[src/rtl/intr_pkg.sv]
// Shared constants and configuration check for the pending-interrupt arbiter.
package intr_pkg;

    localparam int unsigned RR_PTR_RST = 0;

    function automatic bit id_width_ok(input int unsigned intr_width,
                                       input int unsigned id_width);
        return (intr_width >= 1) && (intr_width <= 64) &&
               (id_width >= 1) && (id_width >= $clog2(intr_width));
    endfunction

endpackage

[src/rtl/intr_rr_arb.sv]
// Combinational round-robin picker: first requesting index at or after ptr_i, wrapping.
module intr_rr_arb #(
    parameter int unsigned N  = 8,
    parameter int unsigned IW = 3
) (
    input  logic [N-1:0]  req_i,
    input  logic [IW-1:0] ptr_i,
    output logic          gnt_valid_o,
    output logic [IW-1:0] gnt_id_o
);

    int unsigned ptr_ext;
    int unsigned idx;

    always_comb begin
        gnt_valid_o = 1'b0;
        gnt_id_o    = '0;
        ptr_ext     = 32'(ptr_i);
        idx         = 0;
        for (int unsigned k = 0; k < N; k++) begin
            idx = (ptr_ext + k) % N;
            if (!gnt_valid_o && req_i[idx]) begin
                gnt_valid_o = 1'b1;
                gnt_id_o    = IW'(idx);
            end
        end
    end

endmodule

[src/rtl/intr_pending_arb.sv]
// Rising-edge interrupt latch with lost-event flags and round-robin delivery
// of one interrupt ID at a time over a valid/ready handshake.
module intr_pending_arb
    import intr_pkg::*;
#(
    parameter int unsigned INTR_WIDTH = 8,
    parameter int unsigned ID_WIDTH   = 3
) (
    input  logic                  slow_clk,
    input  logic                  slow_rst,
    input  logic [INTR_WIDTH-1:0] intr_in,
    input  logic [INTR_WIDTH-1:0] intr_en,
    input  logic [INTR_WIDTH-1:0] ovf_clr,
    output logic                  evt_valid,
    input  logic                  evt_ready,
    output logic [ID_WIDTH-1:0]   evt_id,
    output logic [INTR_WIDTH-1:0] pending,
    output logic [INTR_WIDTH-1:0] overflow,
    output logic                  irq_out
);

    if (!id_width_ok(INTR_WIDTH, ID_WIDTH)) begin : g_cfg_err
        $error("intr_pending_arb: ID_WIDTH too small for INTR_WIDTH");
    end

    logic [INTR_WIDTH-1:0] intr_d_q;
    logic [INTR_WIDTH-1:0] pending_q, pending_d;
    logic [INTR_WIDTH-1:0] overflow_q, overflow_d;
    logic [INTR_WIDTH-1:0] rise_w, set_w, clr_w, ovf_hit_w, elig_w;
    logic [ID_WIDTH-1:0]   rr_ptr_q, rr_ptr_d;
    logic [ID_WIDTH-1:0]   evt_id_q, evt_id_d;
    logic [ID_WIDTH-1:0]   gnt_id;
    logic                  gnt_valid;
    logic                  evt_valid_q, evt_valid_d;
    logic                  slot_free, load;

    assign elig_w = pending_q & intr_en;

    intr_rr_arb #(
        .N  (INTR_WIDTH),
        .IW (ID_WIDTH)
    ) u_rr_arb (
        .req_i       (elig_w),
        .ptr_i       (rr_ptr_q),
        .gnt_valid_o (gnt_valid),
        .gnt_id_o    (gnt_id)
    );

    always_comb begin
        rise_w      = intr_in & ~intr_d_q;
        set_w       = rise_w & intr_en;
        slot_free   = ~evt_valid_q | evt_ready;
        load        = slot_free & gnt_valid;
        clr_w       = '0;
        ovf_hit_w   = '0;
        evt_valid_d = evt_valid_q;
        evt_id_d    = evt_id_q;
        rr_ptr_d    = rr_ptr_q;

        if (load) begin
            clr_w[gnt_id] = 1'b1;
        end
        pending_d = set_w | (pending_q & ~clr_w);

        // A new edge is lost if the line's previous event is still pending or parked in the slot.
        for (int unsigned i = 0; i < INTR_WIDTH; i++) begin
            ovf_hit_w[i] = set_w[i] &
                           (pending_q[i] |
                            (evt_valid_q && (evt_id_q == ID_WIDTH'(i)) &&
                             !(evt_ready && clr_w[i])));
        end
        overflow_d = ovf_hit_w | (overflow_q & ~ovf_clr);

        if (slot_free) begin
            evt_valid_d = gnt_valid;
            if (gnt_valid) begin
                evt_id_d = gnt_id;
                rr_ptr_d = (gnt_id == ID_WIDTH'(INTR_WIDTH - 1)) ? '0
                                                                 : gnt_id + ID_WIDTH'(1);
            end
        end
    end

    always_ff @(posedge slow_clk) begin
        intr_d_q <= intr_in;
        if (slow_rst) begin
            pending_q   <= '0;
            overflow_q  <= '0;
            evt_valid_q <= 1'b0;
            evt_id_q    <= '0;
            rr_ptr_q    <= ID_WIDTH'(RR_PTR_RST);
        end else begin
            pending_q   <= pending_d;
            overflow_q  <= overflow_d;
            evt_valid_q <= evt_valid_d;
            evt_id_q    <= evt_id_d;
            rr_ptr_q    <= rr_ptr_d;
        end
    end

    assign evt_valid = evt_valid_q;
    assign evt_id    = evt_id_q;
    assign pending   = pending_q;
    assign overflow  = overflow_q;
    assign irq_out   = evt_valid_q;

endmodule

[config.mk]
export PLATFORM = sky130hd
export DESIGN_NAME = intr_pending_arb
export DESIGN_NICKNAME = d
export VERILOG_FILES = /design/src/rtl/intr_pkg.sv /design/src/rtl/intr_rr_arb.sv /design/src/rtl/intr_pending_arb.sv
export SDC_FILE = /design/constraint.sdc
export NUM_CORES = 1
export LEC_CHECK = 0
export ABC_AREA = 1
export ABC_CLOCK_PERIOD_IN_PS = 4300
export CAP_MARGIN = 20
export CORE_MARGIN = 8
export CORE_UTILIZATION = 35
export CTS_CLUSTER_SIZE = 28
export DETAILED_ROUTE_END_ITERATION = 6
export DONT_BUFFER_PORTS = 1
export GPL_TIMING_DRIVEN = 1
export PLACE_DENSITY = 0.59
export RECOVER_POWER = 50
export SLEW_MARGIN = 20
export SYNTH_ARGS = -nofsm -noshare
export SYNTH_HDL_FRONTEND = slang
export SYNTH_SLANG_ARGS = --single-unit
[constraint.sdc]
create_clock -name slow_clk -period 4.3 [get_ports slow_clk]
set_input_delay 0.645 -clock slow_clk [delete_from_list [all_inputs] [get_ports slow_clk]]
set_output_delay 0.645 -clock slow_clk [all_outputs]
set_load 0.02 [all_outputs]
==> results of run 1 <==
-- worst max-delay path, delay by kind of cell, from the launching register on --
family | cells | cell delay, ps
flops | 1 | 320
compound gates | 2 | 200
simple gates | 9 | 1070
buf+inv | 4 | 670
fa+ha+maj | 2 | 730
-- cells by family (layout without fill, tap and decap cells) --
group,after synthesis,after routing,share of synthesized area
and+or+nand+nor,237,237,0.511
DFF,31,31,0.269
AOI/OAI and AO/OA,32,32,0.0836
buffers and inverters,54,55,0.100
adders and majority gates,3,3,0.0163
xor gates and xnor gates,3,3,0.0195
-- Yosys cell counts, drive strengths merged, types with 2 or more instances --
master	n
o21ai	8
dfxtp	31
buf	7
clkbuf	2
nand2	117
nor2	46
ha	3
nand4	4
a21oi	21
a211oi	2
xnor2	2
nand3	67
inv	44
-- stage by stage --
stage / std cells / total power [mW]
after global placement: 430 / 1.93
after detailed placement: 430 / 1.93
after CTS: 438 / 2.19
after floorplan: 360 / 1.67
final: 438 / 2.19
after global routing: 438 / 2.39
-- cells in the final DEF, fill, tap and decap left out, types with 2 or more instances in the layout --
cell type / count
a211oi_1: 2
a21oi_1: 19
buf_4: 2
clkbuf_8: 7
dfxtp_1: 31
ha_1: 3
inv_1: 37
inv_2: 7
nand2_1: 107
nand2_2: 9
nand3_1: 48
nand3_2: 18
nand4_1: 3
nor2_1: 40
nor2_2: 2
nor2_4: 4
o21ai_0: 4
o21ai_1: 3
-- cell type report --
class / count / area, sq um
clock inverter: 1 / 7.51
timing repair buffer: 2 / 15.0
fill: 642 / 3890
sequential: 31 / 621
multi-input combinational: 275 / 1450
tap: 77 / 96.3
inverter: 45 / 169
clock buffer: 7 / 96.3
-- metal layers --
| metal | wire length [um] | vias up |
|---|---|---|
| met1 | 2810 | 1010 |
| met2 | 2920 | 57 |
| met4 | 41 | 0 |
| li1 | - | 1146 |
| met5 | 0 | - |
| met3 | 361 | 4 |
-- sequential cells by signal, summed over array words and instances (netlist names) --
register and cells:
intr_d_q 8, overflow 8, pending 8, evt_id 3, rr_ptr_q 3, evt_valid 1
-- how the worst min path moves through the flow --
| stage | to | slack [ps] | cells after the start |
|---|---|---|---|
| 2_1_floorplan | overflow[3]$_SDFF_PP0_ | 480 | 3 |
| 3_3_place_gp | overflow[0]$_SDFF_PP0_ | 490 | 3 |
| 3_5_place_dp | overflow[0]$_SDFF_PP0_ | 500 | 3 |
| 4_1_cts | intr_d_q[6]$_DFF_P_ | 380 | 0 |
| 5_1_grt | intr_d_q[7]$_DFF_P_ | 370 | 0 |
| 6_report | intr_d_q[7]$_DFF_P_ | 380 | 0 |
-- report_power, final --
| part | switching (mW) | internal, mW | total [mW] |
|---|---|---|---|
| registers | 0.0867 | 0.330 | 0.416 |
| logic | 1.03 | 0.485 | 1.51 |
| clock network | 0.111 | 0.146 | 0.257 |
==> summary.md, run 1 <==
| Metric | Value |
|---|---|
| GRT met1 Usage | 0.152 |
| Asr flop ratio synth | 0 |
| Starting Density | 0.363 |
| Root Buffer Master | clkbuf_8 |
| Port Buffers | 0 |
| Static leakage power | 1.13 nW |
| GRT busiest layer | met2 |
| Final Max Tran Viols | 0 |
| CP Data Required Time | 4460 ps |
| CTS max path bufs | 2 |
| H-tree depth | 2 |
| Endpoints failing setup | 0 |
| Dpl hpwl | 4.92 mm |
| DRT Wirelength | 6.13 mm |
| Design area | roughly 0.0025 sq mm |
| Crit path capture | rr_ptr_q[1]$_SDFFE_PP0N_ |
| Global placement routability congestion | between 0.9 and 1 |
| Number of remaining DRC errors | 0 |
| WL per Instance | 14.0 um |
| Synth cell types | 34 |
| Largest net degree at the start of global routing | 21 |
| IO Count | 48 |
| Final #Nets | 390 |
| Pre-CTS setup slack | 1180 ps |
| Seq/Total Area, Yosys | 0.269 |
| Synth top area cells | dfxtp_1 27%, nand2_1 17%, nand3_1 10% |
| Worst Setup Slack, final | around 1200 ps |
| # resized after CTS | 0 |
| Row cnt | 29 |
| Startpoint types | register |
| Outcome | complete, no violations |
| Slew @ Worst Pin | 545 ps |
| Drt first pass iters | 5 |
| Hold path startpoint | intr_in[7] |
| Initial antenna violation count | 0 |
| CP startpoint | rr_ptr_q[1]$_SDFFE_PP0N_ |
| Clock latency on the worst-skew pair | 280 ps |
| Pwr Density | 889 mW/mm^2 |
| Die Area | 0.00944 sq mm |
| Cells after synthesis | 360 |
| Clock transition at the registers of the reported paths | ~70 ps |
| Tightest Hold Check Type | input pin to register |
| Main synth FF type | dfxtp_1 |
| Fin Hold WS | about 380 ps |
| CTS Buf Count | 5 |
| Post-synth top area share | 0.269 |
| Critical-path cell list | buf_4, inv_2, ha_1, clkinv_1, nand3_1, nand3_1, nand2_1, nand3_2, nor2_4, nor2_1, nor2_2, nand3_2, nand2_2, inv_1, ha_1, o21ai_0, a21oi_1 |
| WS Path Type | register to register |
| FF-to-FF path depth | 17 |
| Yosys reg bits | 31 |
| Vias | 2217 |
| Setup repair bufs after CTS | 0 |
| Tcrit/Tclk final | 0.729 |
| Met2 Use GR | 0.217 |
| CTS tree | built |
| CP max FO | 13 |
| First-pass GRT wire length | 10.2 mm |
| # hold bufs at CTS | 0 |
| Die Ht | 97.1 um |
| Largest area contributor in the netlist | dfxtp_1 |
| Max Fclk | approximately 0.32 GHz |
| Initial DRC count | around 100 |
| RSZ-0062 raised after global routing | false |
| Core area | 0.00635 sq mm |
| Placed cell area | approximately 0.0024 sq mm |
| Post-layout util | 0.387 |
| Mapped cell area | 0.00230 sq mm |
| Worst stage delay on the critical path | 460 ps |
| Post-synth EDFFs | 0 |
| Max Cap Violations | 0 |
| Worst path slowest cell | ha_1 |
| Setup Skew | 4.16 ps |
| Maximum VDD drop | 0.000377 V |
| GRT overflow | 0 |
| Yosys Warn Count | 0 |
| DR vias/cell | around 5.1 |
| CP arrival | approximately 3300 ps |
| Mapped Avg Cell Area | 6.40 sq um |
| Vias in the first global route | between 2000 and 2500 |
| GRT Util Overall | 0.127 |
| Max transition margin | 0.636 |
| Area Growth Syn to Fin | 6.62% |
| Grt met3 use | 0.0334 |
| Synth Net Count | between 300 and 400 |
| Detail Route Antenna Nets | 0 |
| TNS Setup | 0 ps |
| Final hold vios | 0 |
| Crit. End Element | register |
| RR Endpoint | rr_ptr_q[1]$_SDFFE_PP0N_ |
| Crit path time final | 3130 ps |
| Layout cells sized above 1 | 0.163 |
| Clock sinks | 31 |
| DIE WIDTH | 97.1 um |
| Ant diodes | 0 |
| RR Startpoint | rr_ptr_q[1]$_SDFFE_PP0N_ |
| Worst reg2reg setup slack | about 1200 ps |
(Power assumes the default switching activity.)
==> inputs of run 2 (changes only) <==
--- a/config.mk
+++ b/config.mk
@@ -6,7 +6,7 @@
 export NUM_CORES = 1
 export LEC_CHECK = 0
 export ABC_AREA = 1
-export ABC_CLOCK_PERIOD_IN_PS = 4300
+export ABC_CLOCK_PERIOD_IN_PS = 2700
 export CAP_MARGIN = 20
 export CORE_MARGIN = 8
 export CORE_UTILIZATION = 35
@@ -14,7 +14,7 @@
 export DETAILED_ROUTE_END_ITERATION = 6
 export DONT_BUFFER_PORTS = 1
 export GPL_TIMING_DRIVEN = 1
-export PLACE_DENSITY = 0.59
+export PLACE_DENSITY = 0.61
 export RECOVER_POWER = 50
 export SLEW_MARGIN = 20
 export SYNTH_ARGS = -nofsm -noshare
==> constraint.sdc (replaced) <==
create_clock -name slow_clk -period 2.7 [get_ports slow_clk]
set_input_delay 0.405 -clock slow_clk [delete_from_list [all_inputs] [get_ports slow_clk]]
set_output_delay 0.405 -clock slow_clk [all_outputs]
set_load 0.02 [all_outputs]
==> summary.md, run 2 (synthesis results as in run 1) <==
| Metric | Value |
|---|---|
| GRT overflow | 0 |
| Tcrit/Tclk final | 0.965 |
| Sequential cell area | 623 sq um |
| Cell internal pwr | roughly 1.9 mW |
| Multi-input combinational cell area | around 0.0015 sq mm |
| Finished Layout Cells | about 460 |
| Net switching power | between 2 and 2.5 mW |
| Combinational power share | 0.730 |
| FF-to-FF path depth | 17 |
| Critical-path cell list | buf_4, ha_4, xnor2_4, buf_4, nand3_2, nand2_4, nor2_4, nand4_4, nor2_4, nand3_2, nand3_4, nand2_4, nor2_4, buf_4, nand2_1, a21oi_1, nor2_1 |
| DRT Wirelength | about 6.6 mm |
| First-pass GRT wire length | ~11 mm |
| WL per Instance | 14.5 um |
| Max transition margin | 0.693 |
| Slew @ Worst Pin | 460 ps |
| WS Path Type | register to register |
| Number of remaining DRC errors | 0 |
| Fillcell total | 675 |
| Vias | 2323 |
| Row cnt | 29 |
| Setup Skew | about 4.8 ps |
| Area Growth Syn to Fin | 17.3% |
| TNS Setup | 0 ps |
| Clock Power Share | 0.117 |
| Crit path time final | 2610 ps |
| Final hold vios | 0 |
| IO Count | 48 |
| Pre-CTS setup slack | 61.0 ps |
| Fin Hold WS | ~140 ps |
| CP top delay family | simple AND/OR/NAND/NOR gates |
| Die Area | 0.00944 sq mm |
| Detail Route Antenna Nets | 0 |
| Final Max Tran Viols | 0 |
| Core area | roughly 0.0063 sq mm |
| Die Ht | ~97 um |
| Tightest Hold Check Type | input pin to register |
| Static leakage power | about 1.2 nW |
| Port Buffers | 0 |
| Worst Setup Slack, final | approximately 95 ps |
| Vias in the first global route | 2217 |
| CP Data Required Time | 2880 ps |
| Clock sinks | 31 |
| Worst stage delay on the critical path | 330 ps |
| Most frequent cells in the layout | 106 x nand2_1, 46 x nand3_1, 39 x nor2_1 |
| Drt first pass iters | 4 |
| Maximum VDD drop | 0.000517 V |
| Design area | 0.00270 sq mm |
| H-tree depth | 2 |
| Starting Density | 0.363 |
| Global placement routability congestion | 0.926 |
| Hold Path Stages | 0 |
| Crit. End Element | register |
| Buf/Inv on CP | 3 |
| CP max FO | 8 |
| Max Cap Violations | 0 |
| GRT Util Overall | 0.135 |
| Clock transition at the registers of the reported paths | 70 ps |
| Sequential power share | 0.153 |
| CP arrival | approximately 2800 ps |
| Most common cell after layout, fill and taps aside | nand2_1 |
| Placed insts | 443 |
| CTS Buf Count | 5 |
| Outcome | complete, no violations |
| Endpoints failing setup | 0 |
| Pwr Density | 1500 mW/mm^2 |
| DIE WIDTH | 97.1 um |
| Dpl hpwl | 5.11 mm |
| Max Fclk | 0.384 GHz |
| Largest net degree at the start of global routing | 21 |
| DR vias/cell | 5.06 |
| Clock latency on the worst-skew pair | 280 ps |
| Cell count along the critical path | 17 |
| Initial antenna violation count | 0 |
| Layout cells sized above 1 | 0.225 |
| Sw Share | 0.533 |
| Worst path slowest cell | dfxtp_2 |
| Initial DRC count | 143 |
| Final #Nets | 411 |
| Ant diodes | 0 |
| Placed cell area | 0.00245 sq mm |
| Root Buffer Master | clkbuf_8 |
| Startpoint types | register |
| CTS max path bufs | 2 |
| CTS tree | built |
==> run 2: layout make-up <==
| type | instances | area share |
|---|---|---|
| well taps | 77 | 0.0356 |
| multi-input cells | 275 | 0.563 |
| clock inverters | 2 | 0.0130 |
| inverters | 45 | 0.0634 |
| clock buffers | 6 | 0.0305 |
| flip-flops and latches | 31 | 0.230 |
| repair buffers | 23 | 0.0639 |
==> run 2: metrics by stage <==
stage          power, mW  utilization
6_report            4.06        0.426
2_1_floorplan       2.67            -
3_5_place_dp        3.17        0.386
4_1_cts             3.66        0.405
3_3_place_gp        3.15        0.386
5_1_grt             4.44        0.426
==> run 2: final timing paths <==
kind | startpoint | endpoint | slack [ps]
setup reg to reg | rr_ptr_q[0]$_SDFFE_PP0N_ | pending[3]$_SDFF_PP0_ | 90
hold / removal | intr_in[6] | intr_d_q[6]$_DFF_P_ | 140
hold reg to reg | intr_d_q[5]$_DFF_P_ | overflow[5]$_SDFF_PP0_ | 490
setup / recovery | rr_ptr_q[0]$_SDFFE_PP0N_ | pending[3]$_SDFF_PP0_ | 90
==> run 2: power groups by stage <==
stage / clock network, mW / registers [mW] / logic (mW)
after floorplan: 0 / 0.634 / 2.03
after global placement: 0 / 0.627 / 2.53
after detailed placement: 0 / 0.628 / 2.54
after CTS: 0.485 / 0.618 / 2.55
after global routing: 0.511 / 0.631 / 3.30
final: 0.476 / 0.620 / 2.96
==> run 2: what timing repair did <==
action                     4_1_cts  5_1_grt
setup buffers                    0        8
setup endpoints to repair        0       16
resized for setup                0       21
hold buffers                     0        0
==> run 2: per-layer routing <==
layer / part of all wire / global-route usage / up-vias
met4: 0.014 / 0.0426 / 0
met1: 0.43 / 0.158 / 1052
met3: 0.076 / 0.0413 / 10
li1: - / - / 1192
met2: 0.48 / 0.228 / 69
met5: 0 / 0 / -
==> inputs of run 3 (changes only) <==
--- a/config.mk
+++ b/config.mk
@@ -20,3 +20,4 @@
 export SYNTH_ARGS = -nofsm -noshare
 export SYNTH_HDL_FRONTEND = slang
 export SYNTH_SLANG_ARGS = --single-unit
+export TNS_END_PERCENT = 100
==> results of run 3 <==
No change in the layout: final DEF, timing and power equal those of run 2.
==> patch, RTL diff (flow settings as in run 3) <==
Put one more register stage on the output `irq_out`, without a reset. The value now appears one clock later. The other outputs are not delayed to match.
--- a/src/rtl/intr_pending_arb.sv
+++ b/src/rtl/intr_pending_arb.sv
@@ -102,7 +102,9 @@
     assign evt_id    = evt_id_q;
     assign pending   = pending_q;
     assign overflow  = overflow_q;
-    assign irq_out   = evt_valid_q;
+    always_ff @(posedge slow_clk) begin
+        irq_out <= evt_valid_q;
+    end
 
 endmodule
 
Behaviour: not the same (a bounded check fails within 4 cycles, from zero or initial values and one cycle with slow_rst high).
==> patch against run 3 <==
  * Cell area is 2.7% lower
  * Sequential share of layout area is 1.5 points higher
  * Total power is 6.9% lower
  * Final cell count is 1.3% lower
  * Setup slack better by 0.093 ns
  * Area after synthesis is 0.54% higher
  * Critical path depth is 1 lower
  * Routed wire length is 6.1% lower
  * Sequential cell count is 1 higher
==> patch: results (changes against run 3) <==
[global_route]
use_met1=0.153  ; -0.00457
grt_pass1_wl_mm=10.4  ; -2.3%
grt_pass1_vias=2193  ; -1.1%
grtUsageTotal=0.131  ; -0.00420
grt_util_met2=0.220  ; -0.00774

[timing]
fin_skew_ns=0.00417  ; -0.000655 ns
slew_headroom=0.731  ; +0.0380
hold_slack_ns=0.144  ; +0.00257 ns
finalCritPeriodShare=0.931  ; -0.0343

[min_path]
holdCritStartpoint=intr_in[3]
hold_end=intr_d_q[3]$_DFF_P_

[setup_path]
r2r_slack_ns=0.19  ; +0.09 ns
crit_arrival_ns=2.69  ; -0.09 ns
cp_slowest_cell=dfxtp_4

[route]
dr_wl_met3_um=424  ; -16%
met1_length_mm=2.70  ; -5.7%
vias=2243  ; -3.4%
via_per_inst=4.95  ; -2.2%
met2_length_mm=3.03  ; -4.7%
wl_per_cell_um=13.7  ; -4.9%

[final_layout]
synthToLayoutAreaGrowth_pct=13.5
drive_gt1_frac=0.213  ; -0.0124
fin_area_um2=2630  ; -2.7%
fillers=688  ; +1.9%
multi_input_area_share=0.575  ; +0.0115
signal_buffers=17  ; -26%
ff_latch_area_um2=646  ; +3.6%
n_antenna_cell=0  ; unchanged
clkCellAreaFrac=0.0295  ; -0.0140
buf_share=0.0485  ; -0.0153

[place]
placed_area_um2=2460  ; +0.51%
dp_hpwl_mm=5.06  ; -0.96%
preCtsSetupSlack_ns=0.0893  ; +0.0284 ns
gp_congestion=0.896  ; -3.3%

[power]
leakagePower_nw=1.21  ; -2.8%
vdd_ir_drop_max_mv=0.507  ; -1.8%

[synth]
seq_area_frac_synth=0.276  ; +0.00719
synth_area_leaders=dfxtp_1, nand2_1, nand3_1, nand3_2, nor2_1
ys_seq_elements=32  ; +3.2%
synthTopCellsByCount=nand2_1, nand3_1, nor2_1, inv_1, dfxtp_1
synth_area_per_cell_um2=6.44  ; +0.54%

[run_status]
status=finished clean

==> patch: cell count changes after synthesis, sizes merged <==
cell,delta
buf,-1
dfxtp,+1
==> patch: where the power goes <==
part | total (mW) | leakage [nW] | switching (mW) | internal [mW]
sequential | 0.656 | 0.265 | 0.107 | 0.549
clock | 0.339 | 0.0410 | 0.164 | 0.175
combinational | 2.79 | 0.902 | 1.81 | 0.972
==> patch: logic make-up (layout without fill, tap and decap cells) <==
family | count (synthesis) | count (layout) | share of synthesized area
flip-flops | 32 | 32 | 0.276
XOR/XNOR | 3 | 3 | 0.0194
AO/OA/AOI/OAI | 32 | 32 | 0.0832
adder cells (fa/ha/maj) | 3 | 3 | 0.0162
AND/OR/NAND/NOR | 237 | 237 | 0.508
buffers and inverters | 53 | 69 | 0.0967
==> patch: repair_timing <==
action	in CTS	in global routing
setup endpoints to repair	0	18
hold buffers	0	0
resized for setup	0	19
setup buffers	0	3
hold endpoints to repair	0	0
